**src/rtl/muldiv_pkg.sv**
```systemverilog
// Shared types and constants for the multi-cycle divide sequencer.
package muldiv_pkg;

    localparam int unsigned XLEN = 32;

    localparam logic [2:0] F3_DIV  = 3'b100;
    localparam logic [2:0] F3_DIVU = 3'b101;
    localparam logic [2:0] F3_REM  = 3'b110;
    localparam logic [2:0] F3_REMU = 3'b111;

    typedef enum logic [1:0] {IDLE, CALC, FIX, DONE} div_state_e;

endpackage

```
**src/rtl/div_step.sv**
```systemverilog
// One restoring shift-subtract iteration on {rem, quo}; purely combinational.
module div_step
    import muldiv_pkg::*;
#(
    parameter int unsigned WIDTH = 32
) (
    input  logic [WIDTH:0]   rem_in,
    input  logic [WIDTH-1:0] quo_in,
    input  logic [WIDTH-1:0] divisor,
    output logic [WIDTH:0]   rem_out,
    output logic [WIDTH-1:0] quo_out
);

    logic [WIDTH+1:0] shifted;
    logic [WIDTH+1:0] diff;

    always_comb begin
        shifted = {rem_in, quo_in[WIDTH-1]};
        diff    = shifted - {2'b00, divisor};
        // Sign bit clear means the trial subtract fits: keep it and set the quotient bit.
        if (!diff[WIDTH+1]) begin
            rem_out = diff[WIDTH:0];
            quo_out = {quo_in[WIDTH-2:0], 1'b1};
        end else begin
            rem_out = shifted[WIDTH:0];
            quo_out = {quo_in[WIDTH-2:0], 1'b0};
        end
    end

endmodule

```
**src/rtl/div_sequencer.sv**
```systemverilog
// RV32M DIV/DIVU/REM/REMU sequencer: restoring divider, ITER_PER_CYCLE bits per cycle.
// Optional result cache enabled by defining DIV_SEQUENCER_CACHE_EN.
module div_sequencer
    import muldiv_pkg::*;
#(
    parameter int unsigned XLEN           = 32,
    parameter int unsigned ITER_PER_CYCLE = 1
) (
    input  logic            clk,
    input  logic            rst_n,
    input  logic            req_valid,
    output logic            req_ready,
    input  logic [2:0]      func3,
    input  logic [XLEN-1:0] operand1,
    input  logic [XLEN-1:0] operand2,
    input  logic            flush,
    output logic            resp_valid,
    input  logic            resp_ready,
    output logic [XLEN-1:0] resp_data,
    output logic            busy
);

    localparam int unsigned N  = XLEN / ITER_PER_CYCLE;
    localparam int unsigned CW = $clog2(N);

    div_state_e      state_q, state_d;
    logic [XLEN:0]   rem_q, rem_d, rem_step;
    logic [XLEN-1:0] quo_q, quo_d, quo_step;
    logic [XLEN-1:0] dvs_q, dvs_d;
    logic [XLEN-1:0] resp_data_q, resp_data_d;
    logic [CW-1:0]   count_q, count_d;
    logic            neg_quo_q, neg_quo_d, neg_rem_q, neg_rem_d, is_rem_q, is_rem_d;

    logic            op_signed, a_neg, b_neg, div_zero, overflow, special, cache_hit;
    logic            start, accept_calc;
    logic [XLEN-1:0] a_mag, b_mag, special_data, cache_data, quo_fix, rem_fix;

    assign op_signed    = ~func3[0];
    assign a_neg        = op_signed & operand1[XLEN-1];
    assign b_neg        = op_signed & operand2[XLEN-1];
    assign a_mag        = a_neg ? ~operand1 + 1'b1 : operand1;
    assign b_mag        = b_neg ? ~operand2 + 1'b1 : operand2;
    assign div_zero     = (operand2 == '0);
    assign overflow     = op_signed && (operand1 == {1'b1, {(XLEN-1){1'b0}}}) && (&operand2);
    assign special      = div_zero | overflow;
    // Both special cases return the dividend in one slot: rem for /0, quotient for overflow.
    assign special_data = func3[1] ? (div_zero ? operand1 : '0) : (div_zero ? '1 : operand1);

    assign start        = (state_q == IDLE) && req_valid && !flush;
    assign accept_calc  = start && !special && !cache_hit;

    assign quo_fix = neg_quo_q ? ~quo_q + 1'b1 : quo_q;
    assign rem_fix = neg_rem_q ? ~rem_q[XLEN-1:0] + 1'b1 : rem_q[XLEN-1:0];

    for (genvar i = 0; i < ITER_PER_CYCLE; i++) begin : g_step
        logic [XLEN:0]   rem_in, rem_out;
        logic [XLEN-1:0] quo_in, quo_out;
        if (i == 0) begin : g_first
            assign rem_in = rem_q;
            assign quo_in = quo_q;
        end else begin : g_next
            assign rem_in = g_step[i-1].rem_out;
            assign quo_in = g_step[i-1].quo_out;
        end
        div_step #(
            .WIDTH (XLEN)
        ) u_step (
            .rem_in  (rem_in),
            .quo_in  (quo_in),
            .divisor (dvs_q),
            .rem_out (rem_out),
            .quo_out (quo_out)
        );
    end
    assign rem_step = g_step[ITER_PER_CYCLE-1].rem_out;
    assign quo_step = g_step[ITER_PER_CYCLE-1].quo_out;

`ifdef DIV_SEQUENCER_CACHE_EN
    logic            cache_valid_q, cache_signed_q, req_signed_q;
    logic [XLEN-1:0] req_a_q, req_b_q, cache_a_q, cache_b_q, cache_quo_q, cache_rem_q;

    assign cache_hit  = cache_valid_q && (cache_a_q == operand1) && (cache_b_q == operand2)
                        && (cache_signed_q == op_signed);
    assign cache_data = func3[1] ? cache_rem_q : cache_quo_q;

    always_ff @(posedge clk or negedge rst_n) begin
        if (!rst_n) begin
            cache_valid_q  <= 1'b0;
            cache_signed_q <= 1'b0;
            req_signed_q   <= 1'b0;
            req_a_q        <= '0;
            req_b_q        <= '0;
            cache_a_q      <= '0;
            cache_b_q      <= '0;
            cache_quo_q    <= '0;
            cache_rem_q    <= '0;
        end else begin
            if (accept_calc) begin
                req_a_q      <= operand1;
                req_b_q      <= operand2;
                req_signed_q <= op_signed;
            end
            if (flush) begin
                cache_valid_q <= 1'b0;
            end else if (state_q == FIX) begin
                cache_valid_q  <= 1'b1;
                cache_a_q      <= req_a_q;
                cache_b_q      <= req_b_q;
                cache_signed_q <= req_signed_q;
                cache_quo_q    <= quo_fix;
                cache_rem_q    <= rem_fix;
            end
        end
    end
`else
    assign cache_hit  = 1'b0;
    assign cache_data = '0;
`endif

    always_comb begin
        state_d     = state_q;
        rem_d       = rem_q;
        quo_d       = quo_q;
        dvs_d       = dvs_q;
        count_d     = count_q;
        neg_quo_d   = neg_quo_q;
        neg_rem_d   = neg_rem_q;
        is_rem_d    = is_rem_q;
        resp_data_d = resp_data_q;
        unique case (state_q)
            IDLE: begin
                if (start && special) begin
                    resp_data_d = special_data;
                    state_d     = DONE;
                end else if (start && cache_hit) begin
                    resp_data_d = cache_data;
                    state_d     = DONE;
                end else if (accept_calc) begin
                    rem_d     = '0;
                    quo_d     = a_mag;
                    dvs_d     = b_mag;
                    neg_quo_d = a_neg ^ b_neg;
                    neg_rem_d = a_neg;
                    is_rem_d  = func3[1];
                    count_d   = CW'(N - 1);
                    state_d   = CALC;
                end
            end
            CALC: begin
                rem_d   = rem_step;
                quo_d   = quo_step;
                count_d = count_q - 1'b1;
                if (count_q == '0) state_d = FIX;
            end
            FIX: begin
                resp_data_d = is_rem_q ? rem_fix : quo_fix;
                state_d     = DONE;
            end
            DONE: begin
                if (resp_ready) state_d = IDLE;
            end
        endcase
        if (flush) state_d = IDLE;
    end

    always_ff @(posedge clk or negedge rst_n) begin
        if (!rst_n) begin
            state_q     <= IDLE;
            rem_q       <= '0;
            quo_q       <= '0;
            dvs_q       <= '0;
            count_q     <= '0;
            neg_quo_q   <= 1'b0;
            neg_rem_q   <= 1'b0;
            is_rem_q    <= 1'b0;
            resp_data_q <= '0;
        end else begin
            state_q     <= state_d;
            rem_q       <= rem_d;
            quo_q       <= quo_d;
            dvs_q       <= dvs_d;
            count_q     <= count_d;
            neg_quo_q   <= neg_quo_d;
            neg_rem_q   <= neg_rem_d;
            is_rem_q    <= is_rem_d;
            resp_data_q <= resp_data_d;
        end
    end

    assign req_ready  = (state_q == IDLE);
    assign busy       = (state_q != IDLE);
    assign resp_valid = (state_q == DONE);
    assign resp_data  = resp_data_q;

endmodule
```
**config.mk**
```make
export PLATFORM = sky130hd
export DESIGN_NAME = div_sequencer
export DESIGN_NICKNAME = d
export VERILOG_FILES = /design/src/rtl/muldiv_pkg.sv /design/src/rtl/div_step.sv /design/src/rtl/div_sequencer.sv
export SDC_FILE = /design/constraint.sdc
export NUM_CORES = 1
export LEC_CHECK = 0
export CELL_PAD_IN_SITES_DETAIL_PLACEMENT = 1
export CELL_PAD_IN_SITES_GLOBAL_PLACEMENT = 2
export CORE_MARGIN = 2
export CORE_UTILIZATION = 34
export CTS_BUF_LIST = sky130_fd_sc_hd__clkbuf_8
export DETAILED_ROUTE_END_ITERATION = 10
export GPL_TIMING_DRIVEN = 1
export HOLD_SLACK_MARGIN = 0.05
export PLACE_DENSITY = 0.78
export SLEW_MARGIN = 20
export SYNTH_ARGS = -nofsm -noshare
export SYNTH_HDL_FRONTEND = slang
export SYNTH_HIERARCHICAL = 1
export SYNTH_SLANG_ARGS = --single-unit
```
**constraint.sdc**
```tcl
create_clock -name clk -period 2.95 [get_ports clk]
set_clock_uncertainty 0.1 [all_clocks]
set_input_delay 0.59 -clock clk [delete_from_list [all_inputs] [get_ports clk]]
set_output_delay 0.59 -clock clk [all_outputs]
set_load 0.1 [all_outputs]
```
* Word level (Yosys, flattened, before mapping)
Cells that the tools add are included.
** Storage, ports and cells
- Register bits after elaboration :: 139
- Input port bits :: 72
- Logic and storage cells :: 81
** Operators by class
- $add $sub $neg :: 6
- Eq/ne operators :: 10
- Mux-type cells :: 27
- Bitwise gates (word level) :: 10
- Reductions and logical operators :: 19
** Operators with widths (count)
- 2-to-1 mux 32 bit :: 11
- adder 32 x 1 -> 32 bit, second input constant :: 4
- inverter 32 bit :: 4
- one-hot mux 32 bit (2 select lines) :: 2
- 2-to-1 mux 33 bit :: 3
- one-hot mux 33 bit (2 select lines) :: 1
- subtractor 34 x 32 -> 34 bit :: 1
- equality test 32 bit, second input constant :: 1
- zero test 32 bit :: 1
- AND reduction 32 bit :: 1
- 2-to-1 mux 2 bit :: 5
- 2-to-1 mux 5 bit :: 2
- one-hot mux 5 bit (2 select lines) :: 1
- AND reduction 3 bit :: 3
- one-hot mux 2 bit (4 select lines) :: 1
- logical AND 1 bit :: 6
- nonzero test 2 bit :: 3
- zero test 5 bit :: 1
- subtractor 5 x 1 -> 5 bit, second input constant :: 1
- equality test 2 bit, second input constant :: 2
- inequality test 2 x 1 -> 1 bit, second input constant :: 2
- inequality test 4 x 1 -> 1 bit, second input constant :: 1
- inequality test 3 x 2 -> 1 bit, second input constant :: 1
- inequality test 3 bit, second input constant :: 1
- 10 further kinds :: 13

* Longest topological paths before layout
- Word-level depth :: 10
- Mapped depth :: 16

* Cells and area by module
The synthesis kept the hierarchy.
** Modules (own cells, without submodules)
- div_sequencer :: times used 1, cells an instance 1067, area an instance 9552.9 µm², sequential area each 3478.3 µm²
- div_step :: times used 1, cells an instance 337, area an instance 2446.1 µm², sequential area each 0.0 µm²

* Worst setup path after synthesis
No wires, ideal clock.
- Path type :: register to register
- Start point :: register state_q[0]
- End point :: register quo_q[14] (netlist: g_step[0].quo_in[14])
- Arrival :: 3293 ps
- Required time :: 2722 ps
- Setup slack :: -571 ps
- Stages on the path, launching flop included :: 8
- Buffers on the path :: 1
- Cells stage by stage :: dfrtp_1 inv_1 ha_1 inv_1 nand2_1 o21ai_2 buf_2 mux2_1
** Between the ends
- Longest elaborated chain between the ends :: 6
- Elaborated cells on any way between the ends :: 11
- Those cells by class :: 3 x eq/ne; 1 x mux; 7 x reduce/logical
** Ends and longest elaborated chain
- start: declaration :: line div_sequencer.sv:26 : div_state_e state_q, state_d;
- start signal: assignment :: line div_sequencer.sv:178 : state_q <= state_d;
- zero test 2 bit (*)
- net req_ready :: line div_sequencer.sv:12 : output logic req_ready,
- logical AND 1 bit (2 in a row) :: line div_sequencer.sv:49 : assign start = (state_q == IDLE) && req_valid && !flush;
- logical AND 1 bit (on tied branches) :: line div_sequencer.sv:132, div_sequencer.sv:50
- inequality test 2 bit (no line) or inequality test 2 x 1 -> 1 bit (tied branches)
- AND reduction 3 bit (no line)
- end signal: assignment :: line div_sequencer.sv:180 : quo_q <= quo_d;
- end: declaration :: line div_sequencer.sv:28 : logic [XLEN-1:0] quo_q, quo_d, quo_step;
Mark *: on every way through the listed nets, which the timed path passes. The rest lies on a longest branch.
A chain may end at the register's enable or synchronous reset.

* Worst setup path in the final report
- Start point :: register dvs_q[9]
- End point :: register rem_q[31] (netlist: g_step[0].rem_in[31])
** Between the ends
- Longest elaborated chain between the ends :: 3
** Ends and longest elaborated chain
- start: declaration :: line div_sequencer.sv:29 : logic [XLEN-1:0] dvs_q, dvs_d;
- start signal: assignment :: line div_sequencer.sv:181 : dvs_q <= dvs_d;
- subtractor 34 x 32 -> 34 bit :: line div_step.sv:19 : diff = shifted - {2'b00, divisor};
- 2-to-1 mux 33 bit :: line div_step.sv:21 : if (!diff[WIDTH+1]) begin
- net g_step[0].rem_out[31] :: line div_sequencer.sv:56 : logic [XLEN:0] rem_in, rem_out;
- one-hot mux 33 bit (2 select lines) :: line div_sequencer.sv:130 : unique case (state_q)
- end signal: assignment :: line div_sequencer.sv:179 : rem_q <= rem_d;
- end: declaration :: line div_sequencer.sv:27 : logic [XLEN:0] rem_q, rem_d, rem_step;
The timed path passes the listed nets, and every way through them passes these cells.

==> impl_metrics.toml <==
[run_status]
status = "finished, violations left"
violations = "setup timing"

[final_layout]
layout_common_cells = "buf_4 (341), dfrtp_1 (135), o21ai_0 (117), nand2_1 (94), xnor2_1 (80)"
post_layout_nonfiller_instances = 2236
n_antenna_cell = 0
nFillCells = 3985
final_common_cell = "buf_4"
multi_input_area_mm2 = 0.00858
register_area_mm2 = 0.00348
nNetsFinal = 1884
final_cell_area_mm2 = 0.0175
drive_above_1_share_pct = 37.3
area_growth_pct = 46.0

[power_and_ir_drop]
power_frac_clock_pct = 11.4
pwr-share-seq_pct = 22.3
combPwrFrac_pct = 66.3
powerDensity_mw_per_mm2 = 873
p_sw_share_pct = 50.4
p_sw_uw = 7700
p_int_uw = 7590
leakagePower_uw = 0.00779
irDropWorstVdd_uv = 758

[critical_path]
cp_max_fo = 18
critPathCaptureType = "register"
critPathLaunchType = "register"
critical-path-top-delay-family = "simple AND/OR/NAND/NOR gates"
slowest_delay_ns = 0.42
crit_buf_inv = 3
crit_chain = "inv_2, ha_4, and3_4, or3b_4, a211oi_2, buf_4, o31ai_4, and3_4, o31ai_4, xor2_4, buf_12, mux2_2, nand2_1, o21ai_0"
crit_type = "reg -> reg"
worst_ep_required_time_ns = 3.21
worst-r2r-setup-slack_ns = -0.47
arrival_ns = 3.68
cp_slowest_cell = "dfrtp_1"

[floorplan]
die_x_um = 192
start_util_pct = 34.7
core_mm2 = 0.0346
rows = 68
die_h_um = 192
pin_count = 107
die-area_mm2 = 0.0368

[timing]
min_period_ns = 3.42
final-setup-viol-count = 55
min_period_over_period_pct = 116
maxSlewViolCount = 0
setup_ws_ns = -0.472
worst_pin_slew_ns = 0.748
hold_violations = 0
max_freq_mhz = 292
rsz0062_at_grt = "yes"
relSlewSlack_pct = 50.0

[synth]
async_reset_ff_share_pct = 100
ys_types = 80
synth_cells = 1404
synth_enable_flop_cells = 0
ys_ff_latch = 139
synth_ff_type = "dfrtp_1"
synthTopCellsByArea = "dfrtp_1 (29%), mux2_2 (6.1%), xnor2_1 (5.9%), o21ai_0 (5.7%), ha_1 (4.5%)"
ys_seq_area_share_pct = 29.0
syn-cell-area_mm2 = 0.0120
yosysWarnings = 6
synth.largest_area_cell = "dfrtp_1"
synth_area_per_cell_um2 = 8.55
synth_top_area_share_pct = 29.0
syn-num-nets = 1520

[drt]
viasPerCell = 5.72
wl_per_cell_um = 22.5
route.detailed.drc = 0
firstDrtPassIters = 6
drtIter0Drc = 716
vias = 12800
routed_wl_um = 50300
ant_nets = 0

[clock_network]
cts_tree = "built"
clk_pin_slew_ns = 0.09
cts_root_buf = "clkbuf_8"
cts.htree.levels = 4
cts_max_path_buffers = 2
cts_buffers = 17
cts.sinks = 139
clock_latency_ns = 0.49

[global_routing]
top_usage_layer = "met2"
grt_util_met2_pct = 46.6
grt_usage_pct = 26.9
grt_pass1_wl_um = 76100
grt_max_degree = 61
antenna_found_initial = 0
grt_use_met3_pct = 2.98
grt_overflow = 0
use_met1_pct = 34.0
grt_pass1_vias = 13200

[placed_design]
portBuffers = 105
dp_cells = 2162
dpl.hpwl_um = 35900
gp_congestion = 0.913
placed_area_mm2 = 0.0157

[flow_run]
max-cap-violations = 0

[min_path]
hold_class = "reg -> reg"
-- per-stage QoR --
stage | TNS [ns] | total power (uW) | util, % | setup WS, ns | hold WS, ns
2_1_floorplan | -17.91 | 9210 | - | -0.317 | 0.194
3_3_place_gp | -90.82 | 11900 | 45.2 | -0.765 | 0.392
3_5_place_dp | -99.25 | 12200 | 45.2 | -0.819 | 0.397
4_1_cts | -15.97 | 14700 | 49.0 | -0.526 | 0.417
5_1_grt | -18.93 | 16100 | 50.6 | -0.609 | 0.426
6_report | -14.59 | 15300 | 50.6 | -0.472 | 0.413
-- cell usage after synthesis, drive strengths merged, types with 11 or more instances --
| library cell | count |
|---|---|
| mux2i | 11 |
| xnor2 | 81 |
| nor2b | 16 |
| ha | 43 |
| o211ai | 40 |
| o221ai | 11 |
| nand2 | 100 |
| nand4 | 14 |
| o31ai | 27 |
| buf | 50 |
| mux2 | 87 |
| a31oi | 26 |
| or4 | 21 |
| inv | 73 |
| o41ai | 32 |
| nor2 | 63 |
| a21oi | 81 |
| o21ai | 139 |
| a211oi | 23 |
| or3 | 16 |
| dfrtp | 139 |
| nor3 | 24 |
| nor4 | 12 |
| clkbuf | 72 |
| nand2b | 13 |
| xor2 | 58 |
| a21o | 30 |
-- area by class of cell --
class,count,area share (%)
timing repair buffer,466,23.9
sequential,139,19.9
clock buffer,18,1.41
tap,455,3.25
clock inverter,14,0.972
multi-input combinational,1070,49.0
inverter,74,1.60
-- cell families (layout without fill, tap and decap cells) --
family	count (synthesis)	count (layout)	share of synthesized area, %
flip-flops	139	139	29.0
adder cells (fa/ha/maj)	44	44	4.65
buffers and inverters	196	572	7.51
multiplexers	98	98	9.08
AO/OA/AOI/OAI	468	468	26.0
XOR/XNOR	139	139	10.1
AND/OR/NAND/NOR	320	321	13.6
-- what timing repair did --
action / in CTS / in global routing
buffers inserted: 22 / 13
hold endpoints to repair: 40 / 0
endpoints found under the setup margin: 138 / 125
hold buffers: 1 / 0
resized for setup: 163 / 121
cloned: 8 / 4
pin swaps: 44 / 55
-- power groups by stage --
stage                     clock [uW]  combinational [uW]  sequential (uW)
final                           1740               10100             3410
after global routing            1860               10800             3500
after CTS                       1780                9550             3350
after detailed placement           0                8850             3360
after global placement             0                8620             3330
after floorplan                    0                4500             4710
-- registers in the layout, summed over array words and instances (netlist names) --
register / cells
g_step.rem_in: 33
dvs_q: 32
g_step.quo_in: 32
resp_data: 32
count_q: 5
state_q: 2
is_rem_q: 1
neg_quo_q: 1
neg_rem_q: 1
-- worst reg2reg max path: cells and delay by family (launching register included) --
kind	cells	cell delay, ns
simple gates	4	0.84
mux	1	0.37
fa+ha+maj	1	0.28
xor+xnor	1	0.25
buf+inv	3	0.46
compound gates	4	0.57
flops	1	0.42
-- path summary, 6_finish.rpt --
kind / start / end / depth (start not counted)
max: dvs_q[9] / g_step[0].rem_in[31] / 14
min reg2reg: dvs_q[5] / dvs_q[5] / 1
max in group asynchronous: rst_n / dvs_q[21] / 3
max reg2reg: dvs_q[9] / g_step[0].rem_in[31] / 14
min in group asynchronous: rst_n / g_step[0].quo_in[30] / 2
min: dvs_q[5] / dvs_q[5] / 1
-- layer usage --
metal,vias to the layer above,part of all wire (%)
met1,6476,43
met2,345,50
met3,96,3.5
met5,-,0
met4,0,4.0
li1,5862,-
Note: power is estimated with default switching activity, not from simulation.
